## config.mk

```make
export PLATFORM = sky130hd
export DESIGN_NAME = data_mem_bus_flat
export DESIGN_NICKNAME = d
export VERILOG_FILES = /design/src/rtl/data_mem_bus_if.sv /design/src/rtl/data_mem_bus.sv /design/src/flat_wrapper.sv
export SDC_FILE = /design/constraint.sdc
export NUM_CORES = 1
export LEC_CHECK = 0
export ABC_AREA = 1
export ABC_CLOCK_PERIOD_IN_PS = 3300
export BUFFER_PORTS_ARGS = -buffer_cell sky130_fd_sc_hd__buf_2
export CAP_MARGIN = 5
export CORE_MARGIN = 1.5
export CORE_UTILIZATION = 45
export CTS_CLUSTER_DIAMETER = 50
export DETAILED_ROUTE_END_ITERATION = 8
export GPL_ROUTABILITY_DRIVEN = 0
export PLACE_DENSITY = 0.62
export RECOVER_POWER = 50
export SYNTH_ARGS = -nofsm -noshare
export SYNTH_HDL_FRONTEND = slang
export SYNTH_SLANG_ARGS = --single-unit
```

## constraint.sdc

```tcl
create_clock -name i_clk -period 3.3 [get_ports i_clk]
set_input_delay 0.33 -clock i_clk [delete_from_list [all_inputs] [get_ports i_clk]]
set_output_delay 0.33 -clock i_clk [all_outputs]
set_load 0.02 [all_outputs]
```

## src/rtl/data_mem_bus_if.sv

```systemverilog
// rtl/data_mem_bus_if.sv - request/response handshake bundle for the load/store data RAM
interface data_mem_bus_if;
    logic        req_valid;
    logic        req_ready;
    logic        req_write;
    logic [1:0]  req_size;
    logic        req_unsigned;
    logic [31:0] req_addr;
    logic [31:0] req_wdata;
    logic        resp_valid;
    logic        resp_ready;
    logic [31:0] resp_rdata;
    logic        resp_err;

    modport master (
        output req_valid, req_write, req_size, req_unsigned, req_addr, req_wdata, resp_ready,
        input  req_ready, resp_valid, resp_rdata, resp_err
    );

    modport slave (
        input  req_valid, req_write, req_size, req_unsigned, req_addr, req_wdata, resp_ready,
        output req_ready, resp_valid, resp_rdata, resp_err
    );
endinterface

```

## src/rtl/data_mem_bus.sv

```systemverilog
// rtl/data_mem_bus.sv - word-organised data RAM with byte/half/word load/store and wait states
module data_mem_bus #(
    parameter int DEPTH_LOG2  = 5,
    parameter int WAIT_CYCLES = 1
) (
    input  logic           i_clk,
    input  logic           i_rst,
    data_mem_bus_if.slave  bus
);

    localparam int         LP_WORDS = 1 << DEPTH_LOG2;
    localparam logic [3:0] LP_WAIT  = 4'(WAIT_CYCLES);

    typedef enum logic [1:0] {
        S_IDLE   = 2'd0,
        S_WAIT   = 2'd1,
        S_ACCESS = 2'd2,
        S_RESP   = 2'd3
    } state_t;

    state_t r_state;
    state_t w_next;

    // Request copy held for the whole operation
    logic        r_write;
    logic [1:0]  r_size;
    logic        r_unsigned;
    logic [31:0] r_addr;
    logic [31:0] r_wdata;
    logic [3:0]  r_count;

    logic        r_resp_valid;
    logic [31:0] r_resp_rdata;
    logic        r_resp_err;

    logic [31:0] r_mem [0:LP_WORDS-1];

    logic                  w_req_ready;
    logic                  w_accept;
    logic                  w_resp_done;
    logic [DEPTH_LOG2-1:0] w_index;
    logic [1:0]            w_lane;
    logic                  w_size_bad;
    logic                  w_misalign;
    logic                  w_out_of_range;
    logic                  w_err;
    logic [31:0]           w_rd_word;
    logic [31:0]           w_shifted;
    logic [31:0]           w_load;
    logic [3:0]            w_be;
    logic [31:0]           w_wdata_rep;
    logic                  w_do_write;

    assign w_accept    = bus.req_valid & w_req_ready;
    assign w_resp_done = r_resp_valid & bus.resp_ready;

    assign w_index = r_addr[DEPTH_LOG2+1:2];
    assign w_lane  = r_addr[1:0];

    // Access checks evaluated against the latched request
    assign w_size_bad     = (r_size == 2'b11);
    assign w_misalign     = ((r_size == 2'b01) && r_addr[0]) ||
                            ((r_size == 2'b10) && (r_addr[1:0] != 2'b00));
    assign w_out_of_range = ((r_addr >> (DEPTH_LOG2 + 2)) != 32'd0);
    assign w_err          = w_size_bad | w_misalign | w_out_of_range;

    assign w_rd_word  = r_mem[w_index];
    assign w_shifted  = w_rd_word >> {w_lane, 3'b000};
    assign w_do_write = (r_state == S_ACCESS) && r_write && !w_err;

    // State register
    always_ff @(posedge i_clk or posedge i_rst) begin
        if (i_rst) begin
            r_state <= S_IDLE;
        end else begin
            r_state <= w_next;
        end
    end

    // Next-state decode
    always_comb begin
        w_next = r_state;
        case (r_state)
            S_IDLE: begin
                if (w_accept) begin
                    if (LP_WAIT != 4'd0) begin
                        w_next = S_WAIT;
                    end else begin
                        w_next = S_ACCESS;
                    end
                end
            end
            S_WAIT: begin
                if (r_count == 4'd1) begin
                    w_next = S_ACCESS;
                end
            end
            S_ACCESS: begin
                w_next = S_RESP;
            end
            S_RESP: begin
                if (w_resp_done) begin
                    w_next = S_IDLE;
                end
            end
            default: begin
                w_next = S_IDLE;
            end
        endcase
    end

    // Handshake outputs derived from state and response registers
    always_comb begin
        w_req_ready    = (r_state == S_IDLE);
        bus.req_ready  = w_req_ready;
        bus.resp_valid = r_resp_valid;
        bus.resp_rdata = r_resp_rdata;
        bus.resp_err   = r_resp_err;
    end

    // Load result: selected lanes moved to bit 0, then extended
    always_comb begin
        w_load = w_rd_word;
        case (r_size)
            2'b00:   w_load = {{24{~r_unsigned & w_shifted[7]}},  w_shifted[7:0]};
            2'b01:   w_load = {{16{~r_unsigned & w_shifted[15]}}, w_shifted[15:0]};
            default: w_load = w_rd_word;
        endcase
    end

    // Store lane enables and data replicated onto every lane it may land in
    always_comb begin
        w_be        = 4'b0000;
        w_wdata_rep = r_wdata;
        case (r_size)
            2'b00: begin
                w_be        = 4'b0001 << w_lane;
                w_wdata_rep = {4{r_wdata[7:0]}};
            end
            2'b01: begin
                w_be        = w_lane[1] ? 4'b1100 : 4'b0011;
                w_wdata_rep = {2{r_wdata[15:0]}};
            end
            2'b10: begin
                w_be        = 4'b1111;
                w_wdata_rep = r_wdata;
            end
            default: begin
                w_be        = 4'b0000;
                w_wdata_rep = r_wdata;
            end
        endcase
    end

    // Request capture and wait-state countdown
    always_ff @(posedge i_clk or posedge i_rst) begin
        if (i_rst) begin
            r_write    <= 1'b0;
            r_size     <= 2'b00;
            r_unsigned <= 1'b0;
            r_addr     <= 32'd0;
            r_wdata    <= 32'd0;
            r_count    <= 4'd0;
        end else begin
            if (w_accept) begin
                r_write    <= bus.req_write;
                r_size     <= bus.req_size;
                r_unsigned <= bus.req_unsigned;
                r_addr     <= bus.req_addr;
                r_wdata    <= bus.req_wdata;
                r_count    <= LP_WAIT;
            end else if (r_state == S_WAIT) begin
                r_count <= r_count - 4'd1;
            end
        end
    end

    // Response registers: loaded on the access edge, held until consumed
    always_ff @(posedge i_clk or posedge i_rst) begin
        if (i_rst) begin
            r_resp_valid <= 1'b0;
            r_resp_rdata <= 32'd0;
            r_resp_err   <= 1'b0;
        end else begin
            if (r_state == S_ACCESS) begin
                r_resp_valid <= 1'b1;
                r_resp_err   <= w_err;
                r_resp_rdata <= (w_err || r_write) ? 32'd0 : w_load;
            end else if ((r_state == S_RESP) && w_resp_done) begin
                r_resp_valid <= 1'b0;
            end
        end
    end

    // Array write; contents survive reset, and reset forces IDLE so nothing commits
    always_ff @(posedge i_clk) begin
        if (w_do_write) begin
            for (int b = 0; b < 4; b++) begin
                if (w_be[b]) begin
                    r_mem[w_index][8*b +: 8] <= w_wdata_rep[8*b +: 8];
                end
            end
        end
    end

endmodule
```

## src/flat_wrapper.sv

```systemverilog
// flat-port wrapper written by rule: the top's interface ports become plain ports
module data_mem_bus_flat 
#(
    parameter int DEPTH_LOG2  = 5,
    parameter int WAIT_CYCLES = 1
)
  (i_clk, i_rst, bus_req_valid, bus_req_write, bus_req_size, bus_req_unsigned, bus_req_addr, bus_req_wdata, bus_resp_ready, bus_req_ready, bus_resp_valid, bus_resp_rdata, bus_resp_err);
  data_mem_bus_if bus_i ();
  input  logic i_clk;
  input  logic i_rst;
  input wire logic [$bits(bus_i.req_valid)-1:0] bus_req_valid;
  input wire logic [$bits(bus_i.req_write)-1:0] bus_req_write;
  input wire logic [$bits(bus_i.req_size)-1:0] bus_req_size;
  input wire logic [$bits(bus_i.req_unsigned)-1:0] bus_req_unsigned;
  input wire logic [$bits(bus_i.req_addr)-1:0] bus_req_addr;
  input wire logic [$bits(bus_i.req_wdata)-1:0] bus_req_wdata;
  input wire logic [$bits(bus_i.resp_ready)-1:0] bus_resp_ready;
  output wire logic [$bits(bus_i.req_ready)-1:0] bus_req_ready;
  output wire logic [$bits(bus_i.resp_valid)-1:0] bus_resp_valid;
  output wire logic [$bits(bus_i.resp_rdata)-1:0] bus_resp_rdata;
  output wire logic [$bits(bus_i.resp_err)-1:0] bus_resp_err;
  assign bus_i.req_valid = bus_req_valid;
  assign bus_i.req_write = bus_req_write;
  assign bus_i.req_size = bus_req_size;
  assign bus_i.req_unsigned = bus_req_unsigned;
  assign bus_i.req_addr = bus_req_addr;
  assign bus_i.req_wdata = bus_req_wdata;
  assign bus_i.resp_ready = bus_resp_ready;
  assign bus_req_ready = bus_i.req_ready;
  assign bus_resp_valid = bus_i.resp_valid;
  assign bus_resp_rdata = bus_i.resp_rdata;
  assign bus_resp_err = bus_i.resp_err;
  data_mem_bus #(.DEPTH_LOG2(DEPTH_LOG2), .WAIT_CYCLES(WAIT_CYCLES)) u_core (.i_clk(i_clk), .i_rst(i_rst), .bus(bus_i));
endmodule
```

# Yosys cells after proc, flatten, opt, wreduce, memory -nomap -nowiden
# Memories as Yosys holds them, arrays and structs flattened.
# Cells that the tools add are included.
# word_totals
reg_bits,108
latchBits,0
mem_bits_rw,1024
rom_bits,0
out_inout_bits,35
mem_count,1
# memory_table
name,depth,width,read_ports,rd_clocked_by_memory_dff,wr,line_no,rtl
u_core.r_mem,32,32,1,0,1,data_mem_bus.sv:36,logic [31:0] r_mem [0:LP_WORDS-1];
# op_classes
add_sub_neg,1
multipliers,0
div,0
n_lt_le_gt_ge,0
eq_ne,10
shift,2
mux,25
bitwise,7
n_reduce_logical,15
# op_table
op,n
$pmux W32 S2,2
$mux W32,1
$reduce_bool A32 Y1,1
$shr A32 B5 Y16,1
$mux W1,14
$mux W4,3
$pmux W4 S3,1
$eq A2 B2 Y1 const B,4
$pmux W2 S4,1
$mux W2,3
$reduce_bool A2 Y1,3
$logic_and A1 B1 Y1,5
$and A1 B1 Y1,4
$eq A2 B1 Y1 const B,2
$eq A4 B1 Y1 const B,1
$logic_not A2 Y1,2
$ne A2 B1 Y1 const B,2
$shl A1 B2 Y4 const A,1
$sub A4 B1 Y4 const B,1
$reduce_and A3 Y1,1
$logic_or A1 B1 Y1,2
$ne A2 B2 Y1 const B,1
$or A1 B1 Y1,2
$logic_not A1 Y1,1
$not A1 Y1,1

# Longest topological paths before layout
# Gate-level depths: netlist (run 1).
# logic_depth
depth_word,9
ltp_mapped,20

# Worst setup path after synthesis (run 1)
# No wires, ideal clock.
# synth_timing
path_type,reg2reg
from,reg u_core.r_size[1]
to,mem u_core.r_mem[0][24] (data pin)
setup_ns,0.390
arrival_ns,2.188
setup_slack_ns,0.722
stages_incl_launch_ff,6
n_path_buf,2
period_less_slack_ns,2.578
path_cell_list,dfrtp_1 -> buf_2 -> nor2_1 -> clkinv_1 -> clkbuf_1 -> o221ai_1
# synth_between
elab_chain_cells,2
# synth_rtl
element,line_no,rtl
start: declaration,data_mem_bus.sv:26,logic [1:0] r_size;
start signal: assignment,data_mem_bus.sv:167,r_size <= bus.req_size;
$eq A2 B1 Y1 / $logic_not A2 Y1 (equally long branches),data_mem_bus.sv:135,case (r_size)
$pmux W32 S2 *,data_mem_bus.sv:135,
net u_core.w_wdata_rep[24],data_mem_bus.sv:51,logic [31:0] w_wdata_rep;
end: declaration,data_mem_bus.sv:36,
# Mark *: on every way through the listed nets, which the timed path passes. The rest lies on a longest branch.

# Final worst setup path (run 1)
# layout_timing
from,reg u_core.r_size[1]
to,mem u_core.r_mem[13][25] (data pin)
# Same word-level chain as after synthesis.

==> Flow_metrics.wiki, run 1 <==
{| class="wikitable"
! Metric !! Value
|-
| Detailed Place HPWL || roughly 81,000 µm
|-
| Maximum fanout count along the critical path || 32
|-
| Transition time at the pin with the least slew margin || about 2.0 ns
|-
| DRC violations left || 0
|-
| Status || complete, but fails checks
|-
| Worst Path Class, Setup || register to register
|-
| First-pass GRT wire length || 192,000 µm
|-
| Synth-to-layout area growth || 19.0%
|-
| Via count of the first global-routing pass || between 20,000 and 30,000
|-
| MaxCap Viol Count || 6
|-
| Synthesized netlist net count || about 3,600
|-
| Share of total power in the clock network || 0.287
|-
| Hold/Removal Path Class || input pin to register
|-
| Share of total power consumed by net switching || 0.372
|-
| Top cells by area in the synthesized netlist || sky130_fd_sc_hd__edfxtp_1, sky130_fd_sc_hd__nand2_1, sky130_fd_sc_hd__a22oi_1
|-
| CTS H-tree depth || 4
|-
| Total of fill cells in the finished design || about 8,100
|-
| Worst IR Drop VDD || 0.696 mV
|-
| Final cycle utilization of the critical path || 0.949
|-
| Clock-pin slew of the registers on the worst-case setup and hold paths || around 0.06 ns
|-
| Sequential element share of the synthesized area || 0.751
|-
| Max Used Layer || met4
|-
| Final clock skew || around 0.028 ns
|-
| Final global-route overflow total || 0
|-
| Root Driver || sky130_fd_sc_hd__clkbuf_16
|-
| CTS tree || done
|-
| Final Max Slew Viols || 177
|-
| Max incr delay on CP || approximately 0.72 ns
|-
| Initial standard-cell utilization of the core || 0.453
|-
| Sum of met2 wire segment lengths after detailed routing || between 50,000 and 60,000 µm
|-
| Final Routed Wirelength || 130,000 µm
|-
| Post-Syn Instances || between 3,000 and 4,000
|-
| Post-route minimum period || about 3.1 ns
|-
| Max Clk Rate || between 0.3 and 0.4 GHz
|-
| Per-instance average area after synthesis || 12.7 µm²
|-
| Core Box Area || 98,300 µm²
|-
| Setup TNS Final || 0 ns
|-
| Total via count after detailed routing || around 30,000
|-
| Violations in the final reports || max-capacitance violations, max-slew violations
|-
| Remaining max-slew budget at the tightest pin || -0.315
|-
| GRT Resource Usage Total || 0.257
|-
| Count of clock tree sinks || ~1,100
|-
| CP endpoint kind || register
|-
| Die Span X || between 300 and 400 µm
|-
| Area of the die || just over 100,000 µm²
|-
| Vias per inst || about 5.7
|-
| Synthesis-stage register bit count || 1,132
|-
| Int Pwr || 31.7 mW
|-
| Count of boundary I/O pins || 107
|-
| LEAKAGE || roughly 20 nW
|-
| TritonCTS Buffers || between 100 and 150
|-
| Power share of the combinational group || 0.329
|-
| Cell with the biggest individual delay on the critical path || sky130_fd_sc_hd__clkbuf_2
|-
| Number of distinct standard cells referenced by the synthesized netlist || 38
|-
| Routed WL per cell || 24.7 µm
|-
| Proportion of register bits with asynchronous set or reset after synthesis || 0.0954
|-
| Die height || 318 µm
|-
| Endpoint required time on the critical path || 3.69 ns
|-
| Antenna-violating nets left || 0
|-
| Number of optimization iterations in the first detailed-route pass || 7
|-
| Post-layout power || between 50 and 60 mW
|-
| Number of placement rows || 115
|-
| Buffers on Ports || between 100 and 150
|-
| Switching Power || roughly 19 mW
|-
| Number of nets in the layout || 3,942
|-
| Routed length on met1 || roughly 52,000 µm
|-
| Number of warnings reported in the yosys synthesis log || 0
|-
| Final number of setup-violating endpoints || 0
|-
| Post-Route Hold Slack || 0.0609 ns
|-
| Post_cts resized || 0
|-
| Number of hold violations in the final report || 0
|-
| Unrepaired setup endpoints after global routing || false
|-
| Cell Area, Synth || approximately 45,000 µm²
|-
| Share of layout cells above drive strength 1 || 0.134
|-
| Maximum number of pins on one net before global-route repair || 68
|-
| Clock latency of the later-clocked register in the worst-skew pair || roughly 0.73 ns
|-
| Critical Path Most Common Cell || sky130_fd_sc_hd__clkbuf_2
|-
| Antenna violations before repair || 0
|-
| Dominant cell type by area after synthesis || sky130_fd_sc_hd__edfxtp_1
|-
| Area share of the leading cell type in the synthesized netlist || 0.690
|-
| Critical path data arrival time || 3.52 ns
|-
| Critical path launch point type || register
|-
| Count of flip-flops with a built-in enable after synthesis || between 1,000 and 1,500
|-
| Violation count after the first detailed-route iteration || between 3,000 and 4,000
|-
| Power share of the sequential group || 0.384
|-
| Power density over the cells || approximately 950 nW/µm²
|-
| Most used DFF post-synth || sky130_fd_sc_hd__edfxtp_1
|-
| Met3 wire length || between 10,000 and 15,000 µm
|-
| Series of cell instances along the critical path || nor2_1, clkinv_1, clkbuf_2, o221ai_1, clkbuf_2
|-
| Max Root-Sink Buffers || 3
|}
## per-layer routing
layer	GRT usage	vias up
li1	-	13300
met1	0.349	14800
met2	0.394	1518
met3	0.0587	319
met4	0.120	0
met5	0	-
## cell families (layout without fill, tap and decap cells)
kind of cell / after synthesis / count (layout) / synth area share
other cells: 0 / 1 / 0
flops: 1132 / 1132 / 0.751
fa+ha+maj: 6 / 6 / 0.00168
simple gates: 1588 / 1588 / 0.138
buf+inv: 244 / 721 / 0.0242
compound gates: 526 / 526 / 0.0853
## registers in the layout, summed over array words and instances (netlist names)
signal and flops:
u_core.r_size 2, u_core.bus.resp_rdata 32, u_core.bus.resp_err 1, u_core.r_state 2
u_core.bus.resp_valid 1, u_core.r_addr 32, u_core.r_write 1, u_core.r_mem 1024
u_core.r_wdata 32, u_core.r_unsigned 1, u_core.r_count 4
## power groups by stage
stage / Sequential (mW) / Clock [mW] / Combinational (mW)
floorplan: 19.6 / 0 / 9.04
global placement: 19.6 / 0 / 16.3
detailed placement: 19.6 / 0 / 16.5
CTS: 19.3 / 14.6 / 16.7
global route: 19.4 / 15.2 / 17.9
finish: 19.4 / 14.5 / 16.6
## cell usage after synthesis (all sizes together), types with 2 or more instances
cell,instances
nand2,1321
edfxtp,1024
a22oi,448
nor2,193
buf,121
dfrtp,108
clkbuf,73
o21ai,59
inv,47
nand3,37
nand4,14
nor4,12
nor3,9
ha,6
o221ai,5
o211ai,4
clkinv,3
a21oi,2
## stage by stage
step                      cells  worst slack [ns]  cell area [µm²]  utilization
after CTS                  5259             0.371            53300        0.542
after floorplan            3496             0.124            44600            -
after global placement     4947             0.406            48200        0.491
after detailed placement   4947             0.380            48200        0.491
final                      5261             0.167            53000        0.540
after global routing       5260            0.0520            53000        0.540
## placed cells by master (no fill, tap or decap), drive strengths merged, types with 59 or more instances in the layout
master       instances
a22oi              448
buf                287
clkbuf             237
dfrtp              108
dlygate4sd3         69
edfxtp            1024
inv                 63
nand2             1321
nor2               193
o21ai               59
## worst paths after layout
path,startpoint,endpoint,slack (ns),cells after the start
setup / recovery,u_core.r_size[1],u_core.r_mem[13][25],0.17,5
hold / removal,bus_req_valid,u_core.r_state[1],0.06,5
setup reg to reg,u_core.r_size[1],u_core.r_mem[13][25],0.17,5
hold reg to reg,u_core.r_wdata[16],u_core.r_wdata[16],0.48,2
max in group asynchronous,i_rst,u_core.r_addr[5],1.19,4
min in group asynchronous,i_rst,u_core.r_wdata[4],0.32,3
## area by class of cell
| type | count | area (µm²) | area share |
|---|---|---|---|
| multi-input cells | 2120 | 10100 | 0.190 |
| well taps | 1287 | 1610 | 0.0304 |
| clock inverters | 78 | 812 | 0.0153 |
| clock buffers | 165 | 3540 | 0.0668 |
| inverters | 50 | 198 | 0.00373 |
| diodes | 1 | 2.50 | 0.0000472 |
| repair buffers | 428 | 3310 | 0.0625 |
| flip-flops and latches | 1132 | 33500 | 0.631 |
## what timing repair did
action,CTS,global route
endpoints found under the hold margin,127,0
buffers inserted,0,0
hold buffers,69,0
## worst max-delay path: cells and delay by family (launching register included)
family                 cells  cell delay (ns)
AND/OR/NAND/NOR            1             0.42
flip-flops                 1             0.56
buffers and inverters      3             1.41
AO/OA/AOI/OAI              1             0.38
Note: power is estimated with default switching activity, not from simulation.
==> run 2, diff against run 1 <==
--- a/config.mk
+++ b/config.mk
@@ -7,14 +7,13 @@
 export LEC_CHECK = 0
 export ABC_AREA = 1
 export ABC_CLOCK_PERIOD_IN_PS = 3300
-export BUFFER_PORTS_ARGS = -buffer_cell sky130_fd_sc_hd__buf_2
+export BUFFER_PORTS_ARGS = -buffer_cell sky130_fd_sc_hd__buf_4
 export CAP_MARGIN = 5
 export CORE_MARGIN = 1.5
 export CORE_UTILIZATION = 45
 export CTS_CLUSTER_DIAMETER = 50
 export DETAILED_ROUTE_END_ITERATION = 8
 export GPL_ROUTABILITY_DRIVEN = 0
-export PLACE_DENSITY = 0.62
 export RECOVER_POWER = 50
 export SYNTH_ARGS = -nofsm -noshare
 export SYNTH_HDL_FRONTEND = slang
==> Flow_metrics.wiki, run 2 (synthesis gave the netlist of run 1 again) <==
{| class="wikitable"
! Metric !! Value
|-
| DRC violations left || 0
|-
| Endpoint required time on the critical path || about 3.7 ns
|-
| Synth-to-layout area growth || 19.6%
|-
| Int Pwr || between 30 and 40 mW
|-
| Worst IR Drop VDD || roughly 1 mV
|-
| Die height || between 300 and 400 µm
|-
| Number of gates on the worst path with buffers counted || 4
|-
| Post-layout power || roughly 50 mW
|-
| Power share of the combinational group || 0.333
|-
| Initial standard-cell utilization of the core || 0.453
|-
| Multi-input gate area || 10,100 µm²
|-
| Die Span X || approximately 320 µm
|-
| Critical path data arrival time || between 3 and 4 ns
|-
| Final global-route overflow total || 0
|-
| CP endpoint kind || register
|-
| Number of optimization iterations in the first detailed-route pass || 5
|-
| Maximum fanout count along the critical path || 33
|-
| Final clock skew || between 0.04 and 0.05 ns
|-
| Post-route insts no fill || between 5,000 and 6,000
|-
| Share of total power consumed by net switching || 0.376
|-
| Transition time at the pin with the least slew margin || 2.10 ns
|-
| Buffers on Ports || about 110
|-
| Cell with the biggest individual delay on the critical path || sky130_fd_sc_hd__clkbuf_1
|-
| Final number of setup-violating endpoints || 0
|-
| LEAKAGE || ~20 nW
|-
| CTS tree || done
|-
| Number of nets in the layout || a little under 4,000
|-
| Number of flip-flops under the largest register name || 1,024
|-
| Instance count after placement with tap cells included || around 5,000
|-
| Routed WL per cell || around 25 µm
|-
| Maximum number of pins on one net before global-route repair || between 60 and 70
|-
| Worst Slack Setup Final || about 0.17 ns
|-
| Share of total power in the clock network || 0.284
|-
| Core Box Area || slightly below 100,000 µm²
|-
| TritonCTS Buffers || 130
|-
| Share of layout cells above drive strength 1 || 0.140
|-
| Area after detailed placement || slightly below 50,000 µm²
|-
| Detailed Place HPWL || 83,900 µm
|-
| First-pass GRT wire length || just under 200,000 µm
|-
| Unrepaired setup endpoints after global routing || false
|-
| Max incr delay on CP || approximately 1.3 ns
|-
| CTS H-tree depth || 4
|-
| Power share of the sequential group || 0.384
|-
| Count of boundary I/O pins || 107
|-
| Most flops, register || u_core.r_mem
|-
| Power density over the cells || between 900 and 1000 nW/µm²
|-
| Max Clk Rate || about 0.32 GHz
|-
| Root Driver || sky130_fd_sc_hd__clkbuf_16
|-
| Final standard cell area without fillers || around 53,000 µm²
|-
| Post-route minimum period || 3.13 ns
|-
| Commonest cells after routing, fill and taps aside || sky130_fd_sc_hd__nand2_1, sky130_fd_sc_hd__edfxtp_1, sky130_fd_sc_hd__a22oi_1, sky130_fd_sc_hd__buf_4, sky130_fd_sc_hd__nor2_1
|-
| Buffering stage count on the worst path with inverters included || 2
|-
| Antenna-violating nets left || 0
|-
| Sequential cell area || between 30,000 and 40,000 µm²
|-
| Max Root-Sink Buffers || 3
|-
| MaxCap Viol Count || 8
|-
| Leading cell type in the layout, fill and taps excluded || sky130_fd_sc_hd__nand2_1
|-
| Final Max Slew Viols || 252
|-
| Antenna violations before repair || 0
|-
| GRT Resource Usage Total || 0.262
|-
| Setup TNS Final || 0 ns
|-
| Worst Hold Path Cells || 5
|-
| Via count of the first global-routing pass || 29,000
|-
| Family with the most delay on the worst path || buffers and inverters
|-
| Worst-case reg-to-reg path depth || 4
|-
| Number of hold violations in the final report || 0
|-
| Switching Power || about 19 mW
|-
| Vias per inst || 5.64
|-
| Count of clock tree sinks || 1,132
|-
| Critical path launch point type || register
|-
| Worst Path Class, Setup || register to register
|-
| Hold/Removal Path Class || input pin to register
|-
| Area of the die || approximately 100,000 µm²
|-
| Remaining max-slew budget at the tightest pin || -0.405
|-
| Minimum setup slack after placement || slightly below 0.4 ns
|-
| Final cycle utilization of the critical path || 0.948
|-
| Series of cell instances along the critical path || clkbuf_1, nand2_1, o221ai_2, clkbuf_2
|-
| Violations in the final reports || max-capacitance violations, max-slew violations
|-
| Clock latency of the later-clocked register in the worst-skew pair || 0.75 ns
|-
| Status || complete, but fails checks
|-
| Number of placement rows || between 100 and 150
|-
| Violation count after the first detailed-route iteration || around 3,100
|-
| Final Routed Wirelength || 132,000 µm
|-
| Total of fill cells in the finished design || around 8,000
|-
| Post_cts resized || 0
|-
| Clock-pin slew of the registers on the worst-case setup and hold paths || approximately 0.060 ns
|-
| Total via count after detailed routing || approximately 30,000
|}
run 2: worst min-delay path, delay by kind of cell:
family | cells | cell delay (ns)
buf+inv | 2 | 0.15
simple gates | 1 | 0.06
compound gates | 2 | 0.18
run 2: final cells by class:
cell class / count / share of cell area
timing repair buffer: 452 / 0.0673
sequential: 1132 / 0.628
antenna: 2 / 0.0000939
clock buffer: 156 / 0.0649
tap: 1287 / 0.0302
multi-input combinational: 2120 / 0.190
clock inverter: 86 / 0.0160
inverter: 50 / 0.00369
run 2: path summary, 6_finish.rpt:
path / to / startpoint / slack [ns]
max: u_core.r_mem[0][27] / u_core.r_wdata[3] / 0.17
min reg2reg: u_core.bus.resp_rdata[27] / u_core.bus.resp_rdata[27] / 0.48
min: u_core.r_state[1] / bus_req_valid / 0.05
max in group asynchronous: u_core.r_wdata[6] / i_rst / 0.76
max reg2reg: u_core.r_mem[0][27] / u_core.r_wdata[3] / 0.17
min in group asynchronous: u_core.r_wdata[17] / i_rst / 0.72
run 2: per-layer routing:
metal  GRT usage  routed length (µm)  vias to the layer above
met4      0.0984                4640                        0
met5           0                   0                        -
met1       0.356               54200                    14900
met2       0.414               62400                     1288
met3      0.0597               11200                      217
li1            -                   -                    13400
run 2: per-stage QoR:
| stage | hold WS [ns] | util |
|---|---|---|
| floorplan | 0.440 | - |
| detailed placement | 0.447 | 0.495 |
| finish | 0.0491 | 0.542 |
| global placement | 0.452 | 0.495 |
| CTS | 0.0204 | 0.545 |
| global route | 0.0660 | 0.542 |
run 2: repair_timing:
action,in CTS,in global routing
setup buffers,0,0
hold buffers,69,0
endpoints found under the hold margin,113,0
run 2: power groups by stage:
stage          sequential [mW]  combinational, mW  clock (mW)
2_1_floorplan             19.6               9.04           0
3_3_place_gp              19.5               16.7           0
3_5_place_dp              19.5               16.9           0
4_1_cts                   19.2               17.0        14.5
5_1_grt                   19.4               18.0        15.1
6_report                  19.3               16.8        14.3
